==> config.mk <==
export PLATFORM = sky130hd
export DESIGN_NAME = alu_pipe_16
export DESIGN_NICKNAME = d
export VERILOG_FILES = /design/src/rtl/alu_pipe_16_pkg.sv /design/src/rtl/alu_core_16.sv /design/src/rtl/alu_pipe_16.sv
export SDC_FILE = /design/constraint.sdc
export NUM_CORES = 1
export LEC_CHECK = 0
export ABC_AREA = 1
export BUFFER_PORTS_ARGS = -buffer_cell sky130_fd_sc_hd__buf_2
export CELL_PAD_IN_SITES_DETAIL_PLACEMENT = 1
export CELL_PAD_IN_SITES_GLOBAL_PLACEMENT = 1
export CORE_MARGIN = 2
export CORE_UTILIZATION = 30
export CTS_CLUSTER_DIAMETER = 80
export DETAILED_ROUTE_END_ITERATION = 7
export GPL_ROUTABILITY_DRIVEN = 0
export PLACE_DENSITY_LB_ADDON = 0.05
export SYNTH_ARGS = -nofsm -noshare
export SYNTH_HDL_FRONTEND = slang
export SYNTH_SLANG_ARGS = --single-unit
==> constraint.sdc <==
create_clock -name clk -period 5.4 [get_ports clk]
set_input_delay 0.27 -clock clk [delete_from_list [all_inputs] [get_ports clk]]
set_output_delay 0.27 -clock clk [all_outputs]
set_load 0.03 [all_outputs]
==> src/rtl/alu_pipe_16_pkg.sv <==
// rtl/alu_pipe_16_pkg.sv - ctrl bit positions, named ctrl encodings and stage-1 payload type for the Hack ALU pipe
package alu_pipe_16_pkg;

  localparam int ALU_ZX = 5;
  localparam int ALU_NX = 4;
  localparam int ALU_ZY = 3;
  localparam int ALU_NY = 2;
  localparam int ALU_F  = 1;
  localparam int ALU_NO = 0;

  localparam logic [5:0] ALU_ZERO = 6'b101010;
  localparam logic [5:0] ALU_ONE  = 6'b111111;
  localparam logic [5:0] ALU_NEG1 = 6'b111010;
  localparam logic [5:0] ALU_X    = 6'b001100;
  localparam logic [5:0] ALU_XPY  = 6'b000010;
  localparam logic [5:0] ALU_XMY  = 6'b010011;

  typedef struct packed {
    logic [15:0] x;
    logic [15:0] y;
    logic [5:0]  ctrl;
  } alu_op_t;

endpackage

==> src/rtl/alu_core_16.sv <==
// rtl/alu_core_16.sv - combinational 16-bit Hack ALU; ALU_OVF_EN adds signed-add overflow output ovf
module alu_not16 (
  input  logic [15:0] a,
  output logic [15:0] y
);
  assign y = ~a;
endmodule

module alu_core_16
  import alu_pipe_16_pkg::*;
(
  input  logic [15:0] x,
  input  logic [15:0] y,
  input  logic [5:0]  ctrl,
  output logic [15:0] out,
  output logic        zr,
`ifdef ALU_OVF_EN
  output logic        ovf,
`endif
  output logic        ng
);

  logic [15:0] xa, xa_n, xb;
  logic [15:0] ya, ya_n, yb;
  logic [15:0] r, r_n;

  assign xa = ctrl[ALU_ZX] ? 16'h0000 : x;
  assign ya = ctrl[ALU_ZY] ? 16'h0000 : y;

  alu_not16 u_not_x (.a(xa), .y(xa_n));
  alu_not16 u_not_y (.a(ya), .y(ya_n));

  assign xb = ctrl[ALU_NX] ? xa_n : xa;
  assign yb = ctrl[ALU_NY] ? ya_n : ya;

  // 16-bit sum drops the carry out of bit 15
  assign r = ctrl[ALU_F] ? (xb + yb) : (xb & yb);

  alu_not16 u_not_r (.a(r), .y(r_n));

  assign out = ctrl[ALU_NO] ? r_n : r;
  assign zr  = (out == 16'h0000);
  assign ng  = out[15];

`ifdef ALU_OVF_EN
  assign ovf = ctrl[ALU_F] & (xb[15] == yb[15]) & (r[15] != xb[15]);
`endif

endmodule

==> src/rtl/alu_pipe_16.sv <==
// rtl/alu_pipe_16.sv - two-stage valid/ready pipelined Hack ALU; ALU_OVF_EN adds registered ovf output
module alu_pipe_16
  import alu_pipe_16_pkg::*;
#(
  parameter int WIDTH = 16
) (
  input  logic             clk,
  input  logic             reset,
  input  logic             in_valid,
  output logic             in_ready,
  input  logic [WIDTH-1:0] x,
  input  logic [WIDTH-1:0] y,
  input  logic [5:0]       ctrl,
  output logic             out_valid,
  input  logic             out_ready,
  output logic [WIDTH-1:0] out,
  output logic             zr,
`ifdef ALU_OVF_EN
  output logic             ovf,
`endif
  output logic             ng
);

  logic            s2_adv, s1_adv;
  logic            s1_valid_q, s1_valid_d;
  alu_op_t         s1_op_q, s1_op_d;
  logic            s2_valid_q, s2_valid_d;
  logic [15:0]     out_q, out_d, core_out;
  logic            zr_q, zr_d, core_zr;
  logic            ng_q, ng_d, core_ng;
`ifdef ALU_OVF_EN
  logic            ovf_q, ovf_d, core_ovf;
`endif

  alu_core_16 u_core (
    .x    (s1_op_q.x),
    .y    (s1_op_q.y),
    .ctrl (s1_op_q.ctrl),
    .out  (core_out),
    .zr   (core_zr),
`ifdef ALU_OVF_EN
    .ovf  (core_ovf),
`endif
    .ng   (core_ng)
  );

  always_comb begin
    // No skid buffer: in_ready ripples combinationally back from out_ready
    s2_adv = !s2_valid_q || out_ready;
    s1_adv = !s1_valid_q || s2_adv;

    s1_valid_d = s1_valid_q;
    s1_op_d    = s1_op_q;
    s2_valid_d = s2_valid_q;
    out_d      = out_q;
    zr_d       = zr_q;
    ng_d       = ng_q;
`ifdef ALU_OVF_EN
    ovf_d      = ovf_q;
`endif

    if (s1_adv) begin
      s1_valid_d = in_valid;
      if (in_valid) begin
        s1_op_d = '{x: x[15:0], y: y[15:0], ctrl: ctrl};
      end
    end

    if (s2_adv) begin
      s2_valid_d = s1_valid_q;
      if (s1_valid_q) begin
        out_d = core_out;
        zr_d  = core_zr;
        ng_d  = core_ng;
`ifdef ALU_OVF_EN
        ovf_d = core_ovf;
`endif
      end
    end
  end

  always_ff @(posedge clk or posedge reset) begin
    if (reset) begin
      s1_valid_q <= 1'b0;
      s1_op_q    <= '0;
      s2_valid_q <= 1'b0;
      out_q      <= '0;
      zr_q       <= 1'b0;
      ng_q       <= 1'b0;
`ifdef ALU_OVF_EN
      ovf_q      <= 1'b0;
`endif
    end else begin
      s1_valid_q <= s1_valid_d;
      s1_op_q    <= s1_op_d;
      s2_valid_q <= s2_valid_d;
      out_q      <= out_d;
      zr_q       <= zr_d;
      ng_q       <= ng_d;
`ifdef ALU_OVF_EN
      ovf_q      <= ovf_d;
`endif
    end
  end

  assign in_ready  = s1_adv;
  assign out_valid = s2_valid_q;
  assign out       = WIDTH'(out_q);
  assign zr        = zr_q;
  assign ng        = ng_q;
`ifdef ALU_OVF_EN
  assign ovf       = ovf_q;
`endif

endmodule

[Word level (Yosys, flattened, before mapping)]
Index checks and enable logic that the tools add are counted.
Operators by class
  add/subtract/negate cells: 1
  reductions and logical operators: 7
  multiplexer cells: 6
  bitwise gates (word level): 4
Operators with widths (number)
  16-bit 2-to-1 mux: 6
  16-bit NOT: 3
  16-bit adder: 1
  16-bit AND: 1
  16-bit zero test: 1
  2-bit AND reduction: 2
  1-bit zero test: 2
  1-bit logical OR: 2
Word-level totals
  output and inout bits: 20
  bits of input ports: 42
  word-level logic and storage cells: 26
  flip-flop bits (word level): 58

[Depth between registers and ports, before layout]
  depth in word-level cells: 8
  depth in mapped cells: 21
  gate-level depth less buffers: 20

[Hierarchy]
Synthesis repeated with hierarchy kept, for this count alone.
Second synthesis, totals
  cell total of the unflattened synthesis: 780
  area, all modules: 4609.4 µm²
Modules (own cells, without submodules)
  alu_pipe_16: instances 1, area an instance 2285.9 µm², cells an instance 251, seq. area each 1451.4 µm²
  alu_core_16: instances 1, area an instance 2143.3 µm², cells an instance 481, seq. area each 0.0 µm²
  alu_not16: instances 3, area an instance 60.1 µm², cells an instance 16, seq. area each 0.0 µm²

[Least setup slack after synthesis]
No wires, ideal clock.
  path kind: reg2reg
  start: reg s1_op_q[3] in the netlist's numbering
  end: reg zr_q, in the netlist zr
  path buffers: 1
  setup slack: 2807 ps
  clock period less this slack: 2593 ps
  library setup time: 65 ps
  arrival: 2528 ps
  cell stages (with the launch flop): 20
  data required time: 5335 ps
  cell sequence: dfrtp_1 > clkinv_1 > clkbuf_1 > nand2_1 > xor2_1 > ha_1 > fa_1 > nand2_1 > nand2_1 > nand3_1 > nand2_1 > nand3b_1 > nand2_1 > nand2_1 > nand3_1 > nand3_1 > nand2_1 > nor2_1 > nand3_1 > nand2_1
Between the ends
  cells in the longest elaborated chain, start to end: 8
  elaborated cells between the ends (all ways): 9
  classes of those cells: add/sub: 1; mux: 4; bitwise: 3; reduce/logical: 1
RTL lines
  start: declaration: RTL line alu_pipe_16.sv:26  | alu_op_t s1_op_q, s1_op_d;
  start signal: assignment: RTL line alu_pipe_16.sv:95  | s1_op_q <= s1_op_d;
  16-bit 2-to-1 mux *: RTL line alu_core_16.sv:28  | assign ya = ctrl[ALU_ZY] ? 16'h0000 : y;
  16-bit NOT: RTL line alu_core_16.sv:6  | assign y = ~a;
  16-bit 2-to-1 mux *: RTL line alu_core_16.sv:34  | assign yb = ctrl[ALU_NY] ? ya_n : ya;
  16-bit adder / 16-bit AND (equally long branches): RTL line alu_core_16.sv:37  | assign r = ctrl[ALU_F] ? (xb + yb) : (xb & yb);
  16-bit 2-to-1 mux *: RTL line alu_core_16.sv:37
  16-bit NOT: RTL line alu_core_16.sv:6
  16-bit 2-to-1 mux *: RTL line alu_core_16.sv:41  | assign out = ctrl[ALU_NO] ? r_n : r;
  16-bit zero test *: RTL line alu_core_16.sv:42  | assign zr = (out == 16'h0000);
  end signal: assignment: RTL line alu_pipe_16.sv:98  | zr_q <= zr_d;
  end: declaration: RTL line alu_pipe_16.sv:29  | logic zr_q, zr_d, core_zr;
Every way passes the cells marked *; elsewhere a longest branch is shown, timed or not.
A chain may end at the register's enable or synchronous reset.

[Worst setup path in the final report]
  start: reg s1_op_q[2] in the netlist's numbering
  end: reg zr_q, in the netlist zr
Between the ends
  cells in the longest elaborated chain, start to end: 6
  elaborated cells between the ends (all ways): 7
  classes of those cells: add/sub: 1; mux: 3; bitwise: 2; reduce/logical: 1
RTL lines (RTL line)
  16-bit 2-to-1 mux *: alu_core_16.sv:34
  16-bit adder / 16-bit AND (equally long branches): alu_core_16.sv:37
  16-bit 2-to-1 mux *: alu_core_16.sv:37
  16-bit NOT: alu_core_16.sv:6
  16-bit 2-to-1 mux *: alu_core_16.sv:41
  16-bit zero test *: alu_core_16.sv:42
Marks and branches as above.

==> results.toml <==
[grt]
grt_overflow = 0
grt_use_total_pct = 18.4
grt_antenna_before_repair = 0
grt_pass1_vias = 3999
grt_max_degree = 58
grt_first_pass_wirelength_um = 20900

[timing]
slew_viol_final = 0
tightest_slew_ns = 1.12
timing.final.ws_setup_ns = 2.25
fin_crit_ns = 3.15
hold_viol_final = 0
max_freq_mhz = 318
rsz0062_at_grt = "false"
finClkSkew_ns = 0.00460
tns_ns = 0
slew_headroom_pct = 25.3
finalSetupViolCount = 0
post-route-period-util_pct = 58.3

[cts]
ctsResizeCount = 0
cts-root-buf = "clkbuf_16"
cts_buffers = 9
clk_pin_slew_ns = 0.05
clockBufferDepth = 2
cts_setup_buffers = 0
worst_skew_pair.late_latency_ns = 0.33
htreeDepth = 3
cts.sinks = 57
cts_tree = "done"
hold_buffers = 0

[route]
ant_nets = 0
route.detailed.drc = 0
drt_iter0_drc = 163
dr.pass1.iters = 4
vias = 3810
wl_um = 12600
vias_per_cell = 4.68
post_drt_wl_per_cell_um = 15.5

[logic_synthesis]
synth_area_leaders = "dfrtp_1 (34%), nand2_1 (15%), mux2_2 (8.8%)"
synth_warnings = 0
synth_area_sq_mm = 0.00423
yosys_most_used_dff = "dfrtp_1"
synth_edf_count = 0
synth_seq_cells = 57
yosysTopAreaCell = "dfrtp_1"
ys_types = 28
synth_commonest_cells = "nand2_1 (174), inv_1 (76), nand3_1 (74), dfrtp_1 (57)"
ys_seq_area_share_pct = 33.7
synth_top_area_share_pct = 33.7
postSynthCellCount = 579
postSynth.asyncResetShare_pct = 100
syn-num-nets = 638
avgSynthCellArea_sq_um = 7.31
synth_most_common_cell = "nand2_1"

[power]
share_seq_of_total_power_pct = 23.6
clkPwrFrac_pct = 20.5
max-vdd-ir-drop_mv = 0.235
power_mw = 2.65
p_sw_mw = 1.27
leakage_nw = 2.58
powerDensity_mw_per_mm2 = 536
p_sw_share_pct = 47.8
power.internal_mw = 1.38
p_comb_share_pct = 55.8

[layout]
regArea_sq_mm = 0.00143
final_area_sq_mm = 0.00494
areaGrowthSynthToFinish_pct = 16.8
nNetsFinal = 690
multi_input_area_sq_mm = 0.00239
fin_util_pct = 35.7
fillerInstances = 1729
layout-drive-gt1-share_pct = 21.3
antenna_cells = 0

[placed_design]
place_area_sq_mm = 0.00466
numPortBuffers = 61
dpl_worst_slack_ns = 2.23
dp_hpwl_um = 10200

[floorplanning]
dieWidth_um = 123
die-area_sq_mm = 0.0151
die_y_um = 123
start_util_pct = 30.6
io_pins = 62
rows = 43
coreArea_sq_mm = 0.0138

[setup_path]
path_class = "reg2reg"
cp-end-kind = "register"
cp_slowest_stage_delay_ns = 0.78
path_max_fanout = 16
crit_slowest_cell = "dfrtp_1"
cp.required_ns = 5.67
worstPathCellList = "inv_1 > xor2_1 > ha_1 > fa_1 > nand2_1 > nand2_1 > nand2_1 > a21oi_1 > nand2_1 > nor2_1 > nand3_1 > nor2_1 > nand3_1 > nor2_1 > nand3_1 > nand2_1"
cp.arrival_ns = 3.41
critPathLaunchType = "register"
crit_top_cell = "nand2_1"

[status]
status = "complete, no violations"

[hold_path]
min_path_type = "in2async"

[flow_run]
maxCapViolCount = 0
## area by class of cell
type	count	share of cell area [%]
inverters	80	6.08
flip-flops and latches	57	28.9
clock buffers	10	4.84
clock inverters	4	0.911
well taps	180	4.56
multi-input cells	420	48.3
repair buffers	63	6.48
## layer usage
layer	part of all wire (%)	vias up	GRT usage, %
met5	0	-	0
met4	2.0	0	6.54
met3	3.7	19	3.72
met2	50	77	31.4
met1	45	1777	23.0
li1	-	1937	-
## sequential cells by signal, indices dropped and copies added (netlist names)
register and flops:
s1_op_q 38, zr 1, out 16, out_valid 1, s1_valid_q 1
## worst max-delay path: cells and delay by family, from the launching register on
kind                       cells  cell delay (ns)
and+or+nand+nor               11             1.01
DFF                            1             0.78
adders and majority gates      2             0.75
xor gates and xnor gates       1             0.20
AOI/OAI and AO/OA              1             0.19
buffers and inverters          1             0.16
## power by group through the flow
stage	logic, mW	clock network [mW]	registers, mW
6_report	1.48	0.544	0.626
5_1_grt	1.69	0.583	0.644
2_1_floorplan	1.00	0	0.709
3_5_place_dp	1.49	0	0.637
4_1_cts	1.50	0.566	0.630
3_3_place_gp	1.47	0	0.630
## path summary, 6_finish.rpt
path                             from     endpoint  slack (ns)  cells past startpoint
max reg2reg                s1_op_q[2]           zr        2.25                     16
min in group clk                 y[8]  s1_op_q[14]        0.17                      2
min                             reset  s1_op_q[28]        0.14                      3
min reg2reg                   out[10]      out[10]        0.48                      2
max                        s1_op_q[2]           zr        2.25                     16
max in group asynchronous       reset       out[0]        4.79                      3
## placed cells by master, fill, tap and decap left out
cell       netlist  layout
xor2_1          33      33
or2_2            4       4
inv_2            2       3
dfrtp_1         57      57
nand3b_1         1       1
clkbuf_8         0       1
inv_1           76      75
nand3_1         74      74
bufinv_16        0       1
clkbuf_16        0       9
nor3_2           1       1
buf_2            7      61
clkinv_2         0       3
nand2_2          8       8
nand3_2          4       4
o21bai_1         1       1
fa_1             1       1
and2_2           1       1
clkinv_1         2       2
nor2_1          30      30
nand2_1        174     174
a21oi_1         13      13
buf_4            7       2
o21ai_0          9       9
nor2_2           2       2
a31oi_1          7       7
ha_1            16      16
a21oi_2          2       2
nand4_1          6       6
mux2_2          33      33
## cell families after synthesis
family          after synthesis  synth area share (%)
buf+inv                     102                  9.88
xor+xnor                     33                  6.83
fa+ha+maj                    17                  5.21
flops                        57                  33.7
mux                          33                  8.78
simple gates                305                  31.4
compound gates               32                  4.23
## metrics by stage
stage | instances | hold slack (ns)
6_report | 814 | 0.141
5_1_grt | 814 | 0.162
4_1_cts | 814 | 0.149
3_5_place_dp | 800 | 0.469
3_3_place_gp | 800 | 0.466
2_1_floorplan | 579 | 0.421
Note: power is estimated with default switching activity, not from simulation.
